## src/rtl/c8_pkg.sv

```systemverilog
// Shared types and constants for the c8 down-counter sequencer.
// Holds the FSM state encoding, command opcodes and the default width.
package c8_pkg;

    localparam int C8_WIDTH = 8;

    typedef enum logic [1:0] {
        IDLE  = 2'd0,
        ARMED = 2'd1,
        RUN   = 2'd2,
        DONE  = 2'd3
    } c8_state_e;

    typedef enum logic [1:0] {
        OP_LOAD_A = 2'd0,
        OP_LOAD_B = 2'd1,
        OP_RUN    = 2'd2,
        OP_CLEAR  = 2'd3
    } c8_op_e;

endpackage

```

## src/rtl/c8_down_counter.sv

```systemverilog
// WIDTH-bit down-counter: sync clear, parallel load, decrement enable, zero flag.
// One cycle from enable to new count; clear beats load, load beats decrement.
module c8_down_counter #(
    parameter int WIDTH = 8
) (
    input  logic             i_clk,
    input  logic             i_rst,
    input  logic             i_clr,
    input  logic             i_ld,
    input  logic [WIDTH-1:0] i_ld_val,
    input  logic             i_dec,
    output logic [WIDTH-1:0] o_count,
    output logic             o_zero
);

    logic [WIDTH-1:0] r_count;

    // Decrement is gated by the zero flag so the count can never wrap to all-ones.
    always_ff @(posedge i_clk) begin
        if (i_rst || i_clr) begin
            r_count <= '0;
        end else if (i_ld) begin
            r_count <= i_ld_val;
        end else if (i_dec && !o_zero) begin
            r_count <= r_count - WIDTH'(1);
        end
    end

    assign o_count = r_count;
    assign o_zero  = (r_count == '0);

endmodule

```

## src/rtl/c8_count_seq.sv

```systemverilog
// Sequencer for the c8 down-counter: accepts LOAD/RUN/CLEAR over valid/ready, counts to zero.
// cmd_ready is low in RUN and DONE; the sender holds its command until IDLE/ARMED.
module c8_count_seq
    import c8_pkg::*;
#(
    parameter int WIDTH = C8_WIDTH
) (
    input  logic             clk,
    input  logic             rst,
    input  logic             cmd_valid,
    output logic             cmd_ready,
    input  logic [1:0]       cmd_op,
    input  logic [WIDTH-1:0] a_bus,
    input  logic [WIDTH-1:0] b_bus,
    input  logic             stop,
    output logic [WIDTH-1:0] count,
    output logic             zero,
    output logic             busy,
    output logic             tc
);

    c8_state_e        r_state;
    c8_state_e        w_state_nxt;
    logic             w_fire;
    logic             w_clr;
    logic             w_ld;
    logic [WIDTH-1:0] w_ld_val;
    logic             w_dec;
    logic             w_last;

    c8_down_counter #(
        .WIDTH (WIDTH)
    ) u_cnt (
        .i_clk    (clk),
        .i_rst    (rst),
        .i_clr    (w_clr),
        .i_ld     (w_ld),
        .i_ld_val (w_ld_val),
        .i_dec    (w_dec),
        .o_count  (count),
        .o_zero   (zero)
    );

    assign cmd_ready = (r_state == IDLE) || (r_state == ARMED);
    assign busy      = (r_state == RUN)  || (r_state == DONE);
    assign tc        = (r_state == DONE);
    assign w_fire    = cmd_valid && cmd_ready;
    assign w_last    = (count == WIDTH'(1));

    always_ff @(posedge clk) begin
        if (rst) begin
            r_state <= IDLE;
        end else begin
            r_state <= w_state_nxt;
        end
    end

    always_comb begin
        w_state_nxt = r_state;
        w_clr       = 1'b0;
        w_ld        = 1'b0;
        w_ld_val    = '0;
        w_dec       = 1'b0;
        case (r_state)
            IDLE, ARMED: begin
                if (w_fire) begin
                    case (c8_op_e'(cmd_op))
                        OP_LOAD_A: begin
                            w_ld        = 1'b1;
                            w_ld_val    = a_bus;
                            w_state_nxt = ARMED;
                        end
                        OP_LOAD_B: begin
                            w_ld        = 1'b1;
                            w_ld_val    = b_bus;
                            w_state_nxt = ARMED;
                        end
                        OP_CLEAR: begin
                            w_clr       = 1'b1;
                            w_state_nxt = IDLE;
                        end
                        OP_RUN: begin
                            w_state_nxt = zero ? DONE : RUN;
                        end
                        default: ;
                    endcase
                end
            end
            // stop wins over the decrement, even on the final step
            RUN: begin
                if (stop) begin
                    w_state_nxt = ARMED;
                end else begin
                    w_dec = 1'b1;
                    if (w_last) begin
                        w_state_nxt = DONE;
                    end
                end
            end
            DONE: begin
                w_state_nxt = IDLE;
            end
            default: w_state_nxt = IDLE;
        endcase
    end

endmodule

```

## config.mk

```make
export PLATFORM = sky130hd
export DESIGN_NAME = c8_count_seq
export DESIGN_NICKNAME = d
export VERILOG_FILES = /design/src/rtl/c8_pkg.sv /design/src/rtl/c8_down_counter.sv /design/src/rtl/c8_count_seq.sv
export SDC_FILE = /design/constraint.sdc
export NUM_CORES = 1
export LEC_CHECK = 0
export BUFFER_PORTS_ARGS = -buffer_cell sky130_fd_sc_hd__buf_2
export CORE_ASPECT_RATIO = 0.9
export CORE_MARGIN = 2
export CORE_UTILIZATION = 41
export DETAILED_ROUTE_END_ITERATION = 8
export GPL_ROUTABILITY_DRIVEN = 0
export PLACE_DENSITY = 0.8
export SYNTH_ARGS = -nofsm -noshare
export SYNTH_HDL_FRONTEND = slang
export SYNTH_SLANG_ARGS = --single-unit
```

## constraint.sdc

```tcl
create_clock -name clk -period 1.75 [get_ports clk]
set_input_delay 0.0875 -clock clk [delete_from_list [all_inputs] [get_ports clk]]
set_output_delay 0.0875 -clock clk [all_outputs]
set_load 0.005 [all_outputs]
```

==> flow_metrics.py <==
metrics = {
    "synthesis": {
        "synth_xor_area_frac": 0.0355,
        "synthArstFlopShare": 0,
        "synthMuxAreaShare": 0.0980,
        "synth_seq_cells": 10,
        "avgSynthCellArea_sq_um": 8.32,
        "ys_warn_count": 0,
        "synth_top_family_by_area": "simple AND/OR/NAND/NOR gates",
        "synth_fa_ha_area_frac": 0.0507,
        "synth_fp_nets": 114,
        "synth_compound_area_frac": 0.231,
        "synth-seq-area-share": 0.270,
        "yosysTopAreaCell": "dfxtp_1",
        "ys_types": 36,
        "synth-simple-area-share": 0.274,
        "synthTopCellsByCount": "11 x nor2_1, 10 x dfxtp_1, 5 x a21oi_1, 5 x a31oi_1, 5 x mux2i_1",
        "synth_cells": 89,
        "synthTopCellsByArea": "dfxtp_1 27%, mux2i_1 6.8%, nor2_1 5.6%",
        "synth_edf_count": 0,
        "synth_area_sq_um": 741,
        "synth_flop_cell": "dfxtp_1",
        "synth_top_area_frac": 0.270,
        "synth.most_common_cell": "nor2_1",
    },
    "global_route": {
        "grt_max_degree": 13,
        "grt_antenna_before_repair": 0,
        "top_usage_layer": "met2",
        "grt_util_met3": 0.0743,
        "met1_usage": 0.218,
        "use_met2": 0.340,
        "grt_overflow": 0,
        "track_usage": 0.190,
        "grt_pass1_wl_mm": 3.15,
        "grt_pass1_vias": 755,
    },
    "floorplan": {
        "start_util": 0.440,
        "die_area_sq_mm": 0.00216,
        "die_height_microns": 44.3,
        "die_w_microns": 48.8,
        "coreArea_sq_mm": 0.00168,
        "ios": 34,
        "placementRows": 14,
    },
    "critical_path": {
        "critPathRequiredTime_ns": 1.91,
        "cp_max_fo": 6,
        "start_kind": "flop",
        "cp-end-kind": "flop",
        "crit_family": "buffers and inverters",
        "worst-path-buf-inv": 3,
        "cp_cell_sequence": "buf_4, nor4_4, buf_4, a21oi_4, buf_4, a21oi_1, a31oi_1, o21a_1",
        "arrival_ns": 1.82,
        "crit_type": "reg -> reg",
        "cp_common_cell": "buf_4",
        "critPathSlowestCell": "nor4_4",
        "crit_path_max_incr_delay_ns": 0.32,
    },
    "run_status": {
        "outcome": "completed",
    },
    "routing": {
        "viasPerCell": 5.34,
        "num_vias": 812,
        "dr.pass1.iters": 4,
        "detail-route-antenna-nets": 0,
        "wire_per_inst_microns": 12.5,
        "routed_wl_mm": 1.90,
        "drc_errors": 0,
        "drtIter0Drc": 15,
    },
    "power": {
        "seq_power_share": 0.417,
        "ir_drop_mv": 0.494,
        "p_int_uw": 427,
        "switching_share": 0.313,
        "powerDensity_mw_per_mm2": 616,
        "switchingPower_uw": 195,
        "pwr-share-comb": 0.333,
        "power_uw": 622,
        "leakage_uw": 0.000474,
        "pwr-share-clk": 0.249,
    },
    "clocking": {
        "cts_buffers": 3,
        "clock_path_buffers": 2,
        "holdBufCountCts": 0,
        "cts_root_buf": "clkbuf_4",
        "htree_levels": 1,
        "cts_tree": "done",
        "clock-sinks": 10,
        "path_clk_slew_ns": 0.06,
        "insertion_delay_ns": 0.26,
    },
    "cells_and_area": {
        "diodes": 0,
        "fin_cells": 152,
        "nets": 155,
        "drive_above_1_share": 0.414,
        "final_util": 0.600,
        "syn2layout_area_growth_pct": 36.3,
        "post-route-cell-area_sq_mm": 0.00101,
        "nFillCells": 168,
    },
    "timing": {
        "setup_viol": 0,
        "finalCritPeriodShare": 0.949,
        "min_period_ns": 1.66,
        "skew_ns": 0.00289,
        "rsz0062_at_grt": "true",
        "slew_headroom": 0.771,
        "tightest_slew_ns": 0.342,
        "max_freq_mhz": 602,
        "finalHoldViolCount": 0,
        "setup_ws_ns": 0.0900,
        "maxSlewViolCount": 0,
    },
    "place": {
        "dp_hpwl_mm": 1.50,
        "place_inst": 148,
        "portBuffers": 33,
        "dpl_cell_area_sq_um": 971,
        "pre_cts_slack_ns": 0.0450,
    },
    "run": {
        "drv_cap": 0,
    },
    "min_path": {
        "min_path_type": "in -> reg",
    },
}
==> per-layer routing <==
metal / routed length [microns] / share of wire
met1: 869 / 0.46
met2: 888 / 0.47
met3: 131 / 0.069
met4: 5 / 0.0026
met5: 0 / 0
==> cell type report <==
cell class	count	area (sq um)	share of cell area
tap	24	30.0	0.0297
timing repair buffer	40	218	0.216
multi-input combinational	71	524	0.519
sequential	10	200	0.198
inverter	4	15.0	0.0149
clock buffer	3	22.5	0.0223
==> layout by cell type, fill, tap and decap left out, drive strengths merged, types with 4 or more instances in the layout <==
cell / synthesis / layout
a21oi: 6 / 6
a31oi: 5 / 5
buf: 0 / 40
dfxtp: 10 / 10
inv: 4 / 4
mux2i: 5 / 5
nand2: 4 / 4
nor2: 11 / 11
==> what timing repair did <==
action                                  4_1_cts  5_1_grt
buffers inserted                              0        1
endpoints found under the setup margin        0        3
resized for setup                             0        3
==> sequential cells by signal, summed over array words and instances, names as in the netlist <==
signal / cells
r_state: 2
u_cnt.o_count: 8
==> path summary, 6_finish.rpt <==
| path | end | from | cells past startpoint | slack, ns |
|---|---|---|---|---|
| max | u_cnt.o_count[2] | u_cnt.o_count[3] | 8 | 0.09 |
| min | r_state[0] | rst | 2 | 0.02 |
| min reg2reg | u_cnt.o_count[6] | u_cnt.o_count[6] | 2 | 0.59 |
| max reg2reg | u_cnt.o_count[2] | u_cnt.o_count[3] | 8 | 0.09 |
==> power by group through the flow <==
stage	registers, uW	logic (uW)	clock network, uW
floorplan	266	114	0
detailed placement	263	199	0
finish	259	207	155
global placement	262	194	0
global route	262	228	174
CTS	258	200	160
==> through the flow <==
stage                     setup TNS [ns]  hold WS, ns
after global placement                 0        0.296
after global routing             -0.0447       0.0297
after floorplan                        0        0.160
after CTS                              0       0.0149
after detailed placement               0        0.296
final                                  0       0.0222
==> logic make-up after synthesis <==
group           after synthesis
compound gates               23
fa+ha+maj                     3
xor+xnor                      3
mux                           7
buf+inv                       8
simple gates                 35
flops                        10
==> worst register-to-register path, delay by kind of cell (launching register included) <==
| family | cells | cell delay (ns) |
|---|---|---|
| AO/OA/AOI/OAI | 4 | 0.43 |
| buffers and inverters | 3 | 0.49 |
| flip-flops | 1 | 0.31 |
| AND/OR/NAND/NOR | 1 | 0.32 |
Power figures use the tool's default switching activity.
